$ cat src/rtl/tlm_chan_mux_pkg.sv
// Shared types and constants for the channel multiplexer.
// Optional checksum trailer is selected with the TLM_MUX_CSUM_EN macro.
package tlm_pkg;

  localparam int unsigned BYTE_W      = 8;
  localparam int unsigned HDR_SEG_BIT = 7;
  localparam int unsigned HDR_CH_W    = 7;

`ifdef TLM_MUX_CSUM_EN
  typedef enum logic [1:0] {ST_IDLE, ST_HDR, ST_PAY, ST_CSUM} state_t;
`else
  typedef enum logic [1:0] {ST_IDLE, ST_HDR, ST_PAY} state_t;
`endif

  typedef enum logic {MODE_PKT, MODE_SEG} mode_t;

  typedef struct packed {
    logic              last;
    logic [BYTE_W-1:0] data;
  } entry_t;

endpackage

$ cat src/rtl/tlm_chan_mux_if.sv
// Bundle of the per-channel input streams and the framed output stream.
// master = traffic source/sink side, slave = multiplexer side.
interface tlm_chan_mux_if #(parameter int unsigned NUM_CH = 4);
  import tlm_pkg::*;

  logic [NUM_CH-1:0]        in_valid;
  logic [BYTE_W*NUM_CH-1:0] in_data;
  logic [NUM_CH-1:0]        in_last;
  logic [NUM_CH-1:0]        in_ready;
  logic                     out_valid;
  logic [BYTE_W-1:0]        out_data;
  logic                     out_last;
  logic                     out_ready;

  modport master (
    output in_valid, in_data, in_last, out_ready,
    input  in_ready, out_valid, out_data, out_last
  );

  modport slave (
    input  in_valid, in_data, in_last, out_ready,
    output in_ready, out_valid, out_data, out_last
  );

endinterface

$ cat src/rtl/tlm_chan_mux_fifo.sv
// Per-channel {last,data} FIFO with a count of stored end-of-packet entries.
// Exposes the head and the entry behind it so the frame output can be
// preloaded one byte ahead.
module tlm_chan_fifo
  import tlm_pkg::*;
#(
  parameter int unsigned DEPTH = 16
) (
  input  logic                     clk,
  input  logic                     rst,
  input  logic                     push,
  input  entry_t                   push_entry,
  input  logic                     pop,
  output logic                     full,
  output logic                     empty,
  output entry_t                   head,
  output entry_t                   head_next,
  output logic [$clog2(DEPTH):0]   eop_cnt
);

  localparam int unsigned AW = $clog2(DEPTH);

  entry_t          mem [DEPTH];
  logic [AW-1:0]   wr_ptr;
  logic [AW-1:0]   rd_ptr;
  logic [AW:0]     count;
  logic            do_pop;
  logic            eop_in;
  logic            eop_out;

  assign full      = (count == (AW+1)'(DEPTH));
  assign empty     = (count == '0);
  assign head      = mem[rd_ptr];
  assign head_next = mem[rd_ptr + AW'(1)];
  assign do_pop    = pop && !empty;
  assign eop_in    = push && push_entry.last;
  assign eop_out   = do_pop && head.last;

  // Storage write; contents need no reset since count gates visibility.
  always_ff @(posedge clk) begin
    if (push) mem[wr_ptr] <= push_entry;
  end

  // Pointers, occupancy and end-of-packet count.
  always_ff @(posedge clk or posedge rst) begin
    if (rst) begin
      wr_ptr  <= '0;
      rd_ptr  <= '0;
      count   <= '0;
      eop_cnt <= '0;
    end else begin
      if (push)   wr_ptr <= wr_ptr + AW'(1);
      if (do_pop) rd_ptr <= rd_ptr + AW'(1);
      case ({push, do_pop})
        2'b10:   count <= count + (AW+1)'(1);
        2'b01:   count <= count - (AW+1)'(1);
        default: count <= count;
      endcase
      case ({eop_in, eop_out})
        2'b10:   eop_cnt <= eop_cnt + (AW+1)'(1);
        2'b01:   eop_cnt <= eop_cnt - (AW+1)'(1);
        default: eop_cnt <= eop_cnt;
      endcase
    end
  end

endmodule

$ cat src/rtl/tlm_chan_mux.sv
// Round-robin multiplexer of NUM_CH byte streams into one framed stream:
// header {seg, ch} followed by a packet or a full-FIFO segment.
// Define TLM_MUX_CSUM_EN to append an XOR checksum trailer to every frame.
module tlm_chan_mux
  import tlm_pkg::*;
#(
  parameter int unsigned NUM_CH = 4,
  parameter int unsigned DEPTH  = 16
) (
  input  logic            clk,
  input  logic            rst,
  tlm_chan_mux_if.slave   bus
);

  localparam int unsigned CW = (NUM_CH > 1) ? $clog2(NUM_CH) : 1;
  localparam int unsigned AW = $clog2(DEPTH);
  localparam logic [AW:0] SEG_LAST   = (AW+1)'(DEPTH - 1);
  localparam logic [AW:0] SEG_PENULT = (AW+1)'(DEPTH - 2);

  entry_t            head      [NUM_CH];
  entry_t            head_next [NUM_CH];
  logic [AW:0]       eop_cnt   [NUM_CH];
  logic [NUM_CH-1:0] full, empty, push, pop, elig;

  state_t            state;
  mode_t             mode;
  logic [CW-1:0]     grant, last_grant;
  logic [AW:0]       seg_cnt;
  logic              frame_valid, frame_last;
  logic [BYTE_W-1:0] frame_data;
`ifdef TLM_MUX_CSUM_EN
  logic [BYTE_W-1:0] csum;
`endif

  logic              hs, found, frame_end, next_last;
  logic [CW-1:0]     pick, cand;
  mode_t             pick_mode;
  entry_t            g_head, g_next;

  for (genvar c = 0; c < NUM_CH; c++) begin : g_ch
    tlm_chan_fifo #(.DEPTH(DEPTH)) u_fifo (
      .clk        (clk),
      .rst        (rst),
      .push       (push[c]),
      .push_entry ({bus.in_last[c], bus.in_data[BYTE_W*c +: BYTE_W]}),
      .pop        (pop[c]),
      .full       (full[c]),
      .empty      (empty[c]),
      .head       (head[c]),
      .head_next  (head_next[c]),
      .eop_cnt    (eop_cnt[c])
    );
    assign push[c] = bus.in_valid[c] && !full[c];
    assign pop[c]  = (state == ST_PAY) && hs && (grant == CW'(c)) && !empty[c];
    assign elig[c] = (eop_cnt[c] != '0) || full[c];
  end

  assign bus.in_ready  = ~full;
  assign bus.out_valid = frame_valid;
  assign bus.out_data  = frame_data;
  assign bus.out_last  = frame_last;

  assign hs        = frame_valid && bus.out_ready;
  assign g_head    = head[grant];
  assign g_next    = head_next[grant];
  assign frame_end = (mode == MODE_PKT) ? g_head.last : (seg_cnt == SEG_LAST);
  assign next_last = (mode == MODE_PKT) ? g_next.last : (seg_cnt == SEG_PENULT);

  // Round-robin search for the first eligible channel after last_grant.
  always_comb begin
    found     = 1'b0;
    pick      = last_grant;
    pick_mode = MODE_PKT;
    cand      = '0;
    for (int unsigned i = 1; i <= NUM_CH; i++) begin
      cand = CW'((32'(last_grant) + i) % NUM_CH);
      if (!found && elig[cand]) begin
        found     = 1'b1;
        pick      = cand;
        pick_mode = (eop_cnt[cand] != '0) ? MODE_PKT : MODE_SEG;
      end
    end
  end

  // Frame FSM; output byte is preloaded one step ahead from the FIFO
  // head/next entries so out_* stay registered.
  always_ff @(posedge clk or posedge rst) begin
    if (rst) begin
      state       <= ST_IDLE;
      mode        <= MODE_PKT;
      grant       <= '0;
      last_grant  <= CW'(NUM_CH - 1);
      seg_cnt     <= '0;
      frame_valid <= 1'b0;
      frame_last  <= 1'b0;
      frame_data  <= '0;
`ifdef TLM_MUX_CSUM_EN
      csum        <= '0;
`endif
    end else begin
      case (state)
        ST_IDLE: begin
          if (found) begin
            state       <= ST_HDR;
            grant       <= pick;
            last_grant  <= pick;
            mode        <= pick_mode;
            seg_cnt     <= '0;
            frame_valid <= 1'b1;
            frame_last  <= 1'b0;
            frame_data  <= {pick_mode == MODE_SEG, HDR_CH_W'(pick)};
`ifdef TLM_MUX_CSUM_EN
            csum        <= '0;
`endif
          end
        end
        ST_HDR: begin
          if (hs) begin
            state      <= ST_PAY;
            frame_data <= g_head.data;
`ifdef TLM_MUX_CSUM_EN
            frame_last <= 1'b0;
            csum       <= csum ^ frame_data;
`else
            frame_last <= (mode == MODE_PKT) && g_head.last;
`endif
          end
        end
        ST_PAY: begin
          if (hs) begin
            seg_cnt <= seg_cnt + (AW+1)'(1);
`ifdef TLM_MUX_CSUM_EN
            csum    <= csum ^ frame_data;
`endif
            if (frame_end) begin
`ifdef TLM_MUX_CSUM_EN
              state      <= ST_CSUM;
              frame_data <= csum ^ frame_data;
              frame_last <= 1'b1;
`else
              state       <= ST_IDLE;
              frame_valid <= 1'b0;
              frame_last  <= 1'b0;
`endif
            end else begin
              frame_data <= g_next.data;
`ifdef TLM_MUX_CSUM_EN
              frame_last <= 1'b0;
`else
              frame_last <= next_last;
`endif
            end
          end
        end
`ifdef TLM_MUX_CSUM_EN
        ST_CSUM: begin
          if (hs) begin
            state       <= ST_IDLE;
            frame_valid <= 1'b0;
            frame_last  <= 1'b0;
          end
        end
`endif
        default: state <= ST_IDLE;
      endcase
    end
  end

endmodule

$ cat src/flat_wrapper.sv
// flat-port wrapper written by rule: the top's interface ports become plain ports
module tlm_chan_mux_flat import tlm_pkg::*;
#(
  parameter int unsigned NUM_CH = 4,
  parameter int unsigned DEPTH  = 16
)
  (clk, rst, bus_in_valid, bus_in_data, bus_in_last, bus_out_ready, bus_in_ready, bus_out_valid, bus_out_data, bus_out_last);
  tlm_chan_mux_if #(.NUM_CH(NUM_CH)) bus_i ();
  input  logic clk;
  input  logic rst;
  input wire logic [$bits(bus_i.in_valid)-1:0] bus_in_valid;
  input wire logic [$bits(bus_i.in_data)-1:0] bus_in_data;
  input wire logic [$bits(bus_i.in_last)-1:0] bus_in_last;
  input wire logic [$bits(bus_i.out_ready)-1:0] bus_out_ready;
  output wire logic [$bits(bus_i.in_ready)-1:0] bus_in_ready;
  output wire logic [$bits(bus_i.out_valid)-1:0] bus_out_valid;
  output wire logic [$bits(bus_i.out_data)-1:0] bus_out_data;
  output wire logic [$bits(bus_i.out_last)-1:0] bus_out_last;
  assign bus_i.in_valid = bus_in_valid;
  assign bus_i.in_data = bus_in_data;
  assign bus_i.in_last = bus_in_last;
  assign bus_i.out_ready = bus_out_ready;
  assign bus_in_ready = bus_i.in_ready;
  assign bus_out_valid = bus_i.out_valid;
  assign bus_out_data = bus_i.out_data;
  assign bus_out_last = bus_i.out_last;
  tlm_chan_mux #(.NUM_CH(NUM_CH), .DEPTH(DEPTH)) u_core (.clk(clk), .rst(rst), .bus(bus_i));
endmodule
$ cat config.mk
export PLATFORM = sky130hd
export DESIGN_NAME = tlm_chan_mux_flat
export DESIGN_NICKNAME = d
export VERILOG_FILES = /design/src/rtl/tlm_chan_mux_pkg.sv /design/src/rtl/tlm_chan_mux_if.sv /design/src/rtl/tlm_chan_mux_fifo.sv /design/src/rtl/tlm_chan_mux.sv /design/src/flat_wrapper.sv
export SDC_FILE = /design/constraint.sdc
export NUM_CORES = 1
export LEC_CHECK = 0
export ABC_AREA = 1
export CAP_MARGIN = 25
export CORE_MARGIN = 2
export CORE_UTILIZATION = 50
export CTS_CLUSTER_DIAMETER = 40
export DETAILED_ROUTE_END_ITERATION = 10
export PLACE_DENSITY = 0.72
export SKIP_CTS_REPAIR_TIMING = 1
export SYNTH_ARGS = -nofsm -noshare
export SYNTH_HDL_FRONTEND = slang
export SYNTH_HIERARCHICAL = 1
export SYNTH_SLANG_ARGS = --single-unit
$ cat constraint.sdc
create_clock -name clk -period 3.3 [get_ports clk]
set_input_delay 0.825 -clock clk [delete_from_list [all_inputs] [get_ports clk]]
set_output_delay 0.825 -clock clk [all_outputs]
set_load 0.1 [all_outputs]
==> out/metrics.csv, run 1 <==
metric;value;unit
hold_viol_final;0;
htree_levels;3;
grt_max_degree;124;
p_leak;16.05;nW
clk_pin_slew;0.06;ns
holdCritPathClass;reg2reg;
start_util;50.75;%
hpwl;66520;µm
slew_violations;0;
power_density;973.6;nW/µm²
setup_violations;0;
cp.required;3.83;ns
ys_ff_latch;670;
core.rowCount;96;
viasPerCell;5.816;
dieHeight;268.3;µm
mostFrequentLayoutCells;nand2_1, edfxtp_1, nor2_1;
crit_path_end_kind;flop;
worst_pin_slew;0.8262;ns
numPortBuffers;56;
synth.cell_area;34930;µm²
synth_nets;3966;
cap_viol_max_count;0;
coreArea;68830;µm²
worstSetupPathType;reg2reg;
cts_buffer_depth;3;
root_buffer;clkbuf_16;
grt_pass1_vias;26680;
clk_latency;0.65;ns
synth_top_family_by_area;simple AND/OR/NAND/NOR gates;
fin_crit_sh;93.08;%
dr.pass1.iters;6;
crit_path_start_kind;flop;
crit_chain;ha_2, buf_4, nor2_1, o21ai_0, nand3_1, nand3_1, nand2_1, nand2_1, nand4_1, a211oi_1, nor2_1, nand2_1, nand2_1;
rsz0062_at_grt;no;
avgSynthCellArea;9.060;µm²
layout_commonest_cell;nand2_1;
dieArea;71980;µm²
grt_usage;27.54;%
layout.nets;4081;
routed_wl;99530;µm
relSlewSlack;44.75;%
die_w;268.3;µm
slowest_delay;0.54;ns
yosysWarnings;6;
grt_first_pass_wirelength;152300;µm
post-route-util;58.69;%
final_antenna_net_count;0;
synth_simple_gate_area_share;18.40;%
cp_max_fo;23;
tritoncts;done;
timing.hold.ws;0.4896;ns
vias;28970;
area_delta_synth_final;15.66;%
status;completed;
clock-skew-final;0.01903;ns
crit_path_frequent_cell;nand2_1;
ir_drop;648.2;µV
cp_slowest_cell;dfrtp_4;
synthAdderAreaFrac;2.608;%
drt_iter0_markers;3737;
insertedDiodeCount;0;
synthCells;3855;
fill_cells;5625;
synthMuxAreaShare;0.02866;%
layout-drive-gt1-share;10.44;%
overflow;0;
cts_sinks;670;
ys_seq_area_share;56.26;%
yosysUniqueCellTypes;46;
final.min_clock_period;3.072;ns
synth_xor_area_share;1.408;%
drc_errors;0;
wire_per_inst;19.98;µm
antenna_found_initial;2;
num_io_pins;57;
place.gp.congestion;0.9429;
worstPathArrival;3.60;ns
cts_made_buffers;97;
max_freq;325.5;MHz
finalSetupTns;0;ns
synth-compound-area-share;14.88;%
## stage by stage
stage	worst slack, ns	cell area [µm²]	total power, W	instances
3_3_place_gp	0.1267	37070	0.02821	4802
2_1_floorplan	0.4454	34930	0.02297	3855
6_report	0.2282	40400	0.03933	4982
5_1_grt	0.07390	40400	0.04149	4982
4_1_cts	0.2778	40400	0.03905	4982
3_5_place_dp	0.07215	37070	0.02850	4802
## path summary, 6_finish.rpt
check / start / cells after the start / endpoint / slack, ns
setup / recovery: u_core/g_ch[3].u_fifo/rd_ptr[0] / 13 / u_core/bus.out_data[1] / 0.23
hold / removal: u_core/seg_cnt[4] / 2 / u_core/seg_cnt[4] / 0.49
setup reg to reg: u_core/g_ch[3].u_fifo/rd_ptr[0] / 13 / u_core/bus.out_data[1] / 0.23
hold reg to reg: u_core/seg_cnt[4] / 2 / u_core/seg_cnt[4] / 0.49
max in group asynchronous: rst / 2 / u_core/g_ch[3].u_fifo/rd_ptr[0] / 1.76
min in group asynchronous: rst / 2 / u_core/g_ch[2].u_fifo/rd_ptr[0] / 0.81
## cell usage after synthesis, drive strengths merged
| master | count | area, µm² |
|---|---|---|
| a211oi | 3 | 22.52 |
| nor3 | 5 | 25.02 |
| xnor2 | 17 | 167.7 |
| o21ai | 544 | 2745 |
| or2 | 4 | 25.02 |
| fa | 8 | 160.2 |
| clkbuf | 84 | 315.3 |
| o22ai | 1 | 6.260 |
| nand2 | 757 | 2872 |
| inv | 310 | 1166 |
| nand4 | 16 | 115.1 |
| edfxtp | 576 | 17300 |
| dfstp | 2 | 52.55 |
| clkinv | 7 | 26.28 |
| a31oi | 4 | 31.28 |
| nor2 | 419 | 1619 |
| xor2 | 37 | 324.1 |
| nand3b | 3 | 22.52 |
| a21o | 4 | 30.03 |
| a21oi | 328 | 1642 |
| o211ai | 71 | 533.0 |
| buf | 131 | 729.5 |
| mux2i | 1 | 10.01 |
| dfrtp | 92 | 2302 |
| ha | 60 | 750.7 |
| nand3 | 346 | 1749 |
| a22oi | 24 | 180.2 |
| o221ai | 1 | 8.760 |
## area by class of cell
class	instances	area (µm²)	area share, %
Clock buffer	111	2564	6.346
Clock inverter	69	767.0	1.899
Inverter	317	1199	2.967
Multi-Input combinational cell	2653	13070	32.36
Sequential cell	670	19670	48.68
Tap cell	931	1165	2.884
Timing Repair Buffer	231	1964	4.863
## cell families after synthesis
group / after synthesis
muxes: 1
adders and majority gates: 68
DFF: 670
xor gates and xnor gates: 54
AOI/OAI and AO/OA: 980
buffers and inverters: 532
and+or+nand+nor: 1550
## sequential cells by signal, summed over array words and instances, names as in the netlist
register / count
u_core/grant: 2
u_core/state: 2
u_core/bus.out_valid: 1
u_core/bus.out_data: 8
u_core/seg_cnt: 5
u_core/last_grant: 2
u_core/g_ch.u_fifo/count: 20
u_core/g_ch.u_fifo/rd_ptr: 16
u_core/g_ch.u_fifo/eop_cnt: 20
u_core/g_ch.u_fifo/wr_ptr: 16
u_core/g_ch.u_fifo/mem: 576
u_core/mode: 1
u_core/bus.out_last: 1
## power by group
| part | internal (W) | total (W) | switching, W | leakage [nW] |
|---|---|---|---|---|
| Combinational | 0.00540 | 0.0175 | 0.0121 | 8.06 |
| Clock | 0.00650 | 0.0105 | 0.00395 | 1.61 |
| Sequential | 0.0104 | 0.0114 | 0.000914 | 6.38 |
| Total | 0.0223 | 0.0393 | 0.0170 | 16.1 |
## per-layer routing
metal / track usage (%) / wire length (µm) / vias up
met4: 10.69 / 3568 / 4
li1: - / - / 13530
met2: 43.66 / 45880 / 1532
met3: 4.417 / 9606 / 227
met1: 38.17 / 40450 / 13680
met5: 0 / 24 / -
## critical path, delay by kind of cell (launching register included)
family,cells,cell delay [ns]
AOI/OAI and AO/OA,2,0.44
DFF,1,0.54
buffers and inverters,1,0.37
adders and majority gates,1,0.51
and+or+nand+nor,9,1.08
Power figures use the tool's default switching activity.
==> run 2: changes to the inputs <==
--- a/config.mk
+++ b/config.mk
@@ -6,11 +6,12 @@
 export NUM_CORES = 1
 export LEC_CHECK = 0
 export ABC_AREA = 1
-export CAP_MARGIN = 25
+export CAP_MARGIN = 20
 export CORE_MARGIN = 2
 export CORE_UTILIZATION = 50
 export CTS_CLUSTER_DIAMETER = 40
 export DETAILED_ROUTE_END_ITERATION = 10
+export MAX_ROUTING_LAYER = met4
 export PLACE_DENSITY = 0.72
 export SKIP_CTS_REPAIR_TIMING = 1
 export SYNTH_ARGS = -nofsm -noshare
==> out/metrics.csv, run 2 (synthesis gave the netlist of run 1 again) <==
metric;value;unit;change
layout_commonest_cell;nand2_1;;unchanged
numPortBuffers;56;;unchanged
mostFrequentLayoutCells;nand2_1, edfxtp_1, nor2_1;;unchanged
crit_path_start_kind;flop;;unchanged
clk_latency;0.67;ns;was 0.65 ns
drt_iter0_markers;3795;;was 3737
dieHeight;268.3;µm;unchanged
htree_levels;3;;unchanged
antenna_found_initial;0;;was 2
top_regs;u_core/g_ch.u_fifo/mem x576, u_core/g_ch.u_fifo/count x20, u_core/g_ch.u_fifo/eop_cnt x20;;unchanged
dr.pass1.iters;6;;unchanged
worst_slack;0.2039;ns;was 0.2282 ns
cp.required;3.85;ns;was 3.83 ns
final.min_clock_period;3.096;ns;was 3.072 ns
grt_max_degree;113;;was 124
cap_viol_max_count;0;;unchanged
start_util;50.75;%;unchanged
grt_first_pass_wirelength;151700;µm;was 152300 µm
status;completed;;unchanged
hold_viol_final;0;;unchanged
drc_errors;0;;unchanged
routed_wl;99510;µm;was 99530 µm
coreArea;68830;µm²;unchanged
fin_crit_sh;93.82;%;was 93.08%
num_io_pins;57;;unchanged
layout.nets;4080;;was 4081
crit_buf_inv;1;;unchanged
clk_pin_slew;0.05;ns;was 0.06 ns
wire_per_inst;19.94;µm;was 19.98 µm
slowest_delay;0.51;ns;was 0.54 ns
p_leak;16.12;nW;was 16.05 nW
crit_path_frequent_cell;nand2_1;;unchanged
cts_made_buffers;102;;was 97
grt_usage;28.39;%;was 27.54%
root_buffer;clkbuf_16;;unchanged
cts_sinks;670;;unchanged
die_w;268.3;µm;unchanged
worstSetupPathType;reg2reg;;unchanged
ir_drop;620.7;µV;was 648.2 µV
vias;28690;;was 28970
crit_chain;ha_2, buf_4, nor2_1, o21ai_0, nand3_1, nand3_1, nand2_1, nand2_1, nand4_1, a211oi_1, nor2_1, nand2_1, nand2_1;;unchanged
core.rowCount;96;;unchanged
viasPerCell;5.750;;was 5.816
rsz0062_at_grt;no;;unchanged
crit_path_end_kind;flop;;unchanged
slew_violations;0;;unchanged
worstPathArrival;3.65;ns;was 3.60 ns
insertedDiodeCount;0;;unchanged
cts_buffer_depth;3;;unchanged
pre_cts_slack;0.07777;ns;was 0.07215 ns
crit_family;simple AND/OR/NAND/NOR gates;;unchanged
area_delta_synth_final;15.97;%;was 15.66%
layout-drive-gt1-share;10.64;%;was 10.44%
largest-register;u_core/g_ch.u_fifo/mem;;unchanged
holdCritPathClass;reg2reg;;unchanged
power_density;980.7;nW/µm²;was 973.6 nW/µm²
worst_pin_slew;0.8072;ns;was 0.8262 ns
max_freq;323.0;MHz;was 325.5 MHz
grt_pass1_vias;26580;;was 26680
finalSetupTns;0;ns;unchanged
dieArea;71980;µm²;unchanged
relSlewSlack;46.02;%;was 44.75%
largest_register_ffs;576;;unchanged
overflow;0;;unchanged
tritoncts;done;;unchanged
fill_cells;5623;;was 5625
place.gp.congestion;0.9731;;was 0.9429
hpwl;66020;µm;was 66520 µm
cp_slowest_cell;dfrtp_4;;unchanged
cp_max_fo;28;;was 23
clock-skew-final;0.01836;ns;was 0.01903 ns
timing.reg2reg.setup_slack;0.20;ns;was 0.23 ns
final_antenna_net_count;0;;unchanged
setup_violations;0;;unchanged
## run 2: changes by cell type in the layout (fill, tap and decap cells not counted), sizes merged
cell,previous run,this run
inv,319,324
clkinv,47,50
buf,189,183
clkbuf,111,118
clkinvlp,9,8
## run 2: area by class of cell
cell class	count	area [µm²]	area share, %
flip-flops and latches	670	19670	48.55
clock buffers	118	2675	6.604
well taps	931	1165	2.876
multi-input cells	2653	13070	32.27
clock inverters	76	810.8	2.002
inverters	317	1199	2.959
repair buffers	225	1919	4.738
## run 2: stage by stage
stage	hold slack (ns)	power (W)	cell area, µm²	utilization, %	cells
2_1_floorplan	0.4530	0.02297	34930	-	3855
3_3_place_gp	0.4712	0.02818	37020	53.79	4796
4_1_cts	0.4913	0.03943	40510	58.85	4990
5_1_grt	0.5253	0.04189	40510	58.85	4990
6_report	0.4881	0.03973	40510	58.85	4990
3_5_place_dp	0.4787	0.02847	37020	53.79	4796
## run 2: power breakdown
| group | total (W) | switching (W) | internal, W |
|---|---|---|---|
| registers | 0.0113 | 0.000872 | 0.0104 |
| clock network | 0.0109 | 0.00413 | 0.00676 |
| logic | 0.0175 | 0.0122 | 0.00534 |
| total | 0.0397 | 0.0172 | 0.0225 |
## run 2: metal layers
layer | routed length, µm | part of all wire, % | global-route usage, %
met5 | 0 | 0 | -
met4 | 3365 | 3.4 | 9.754
met3 | 8627 | 8.7 | 3.821
met1 | 41610 | 42 | 38.56
met2 | 45910 | 46 | 44.08
## run 2: path summary, 6_finish.rpt
| kind | startpoint | end | cells after the start |
|---|---|---|---|
| max | u_core/g_ch[3].u_fifo/rd_ptr[0] | u_core/bus.out_data[1] | 13 |
| min | u_core/seg_cnt[4] | u_core/seg_cnt[4] | 2 |
| max reg2reg | u_core/g_ch[3].u_fifo/rd_ptr[0] | u_core/bus.out_data[1] | 13 |
| min reg2reg | u_core/seg_cnt[4] | u_core/seg_cnt[4] | 2 |
| max in group asynchronous | rst | u_core/g_ch[3].u_fifo/rd_ptr[0] | 3 |
| min in group asynchronous | rst | u_core/g_ch[2].u_fifo/rd_ptr[1] | 3 |
## run 2: worst reg2reg max path: cells and delay by family (launching register included)
family	cells	cell delay, ns
AND/OR/NAND/NOR	9	1.12
adder cells (fa/ha/maj)	1	0.51
buffers and inverters	1	0.41
AO/OA/AOI/OAI	2	0.45
flip-flops	1	0.51
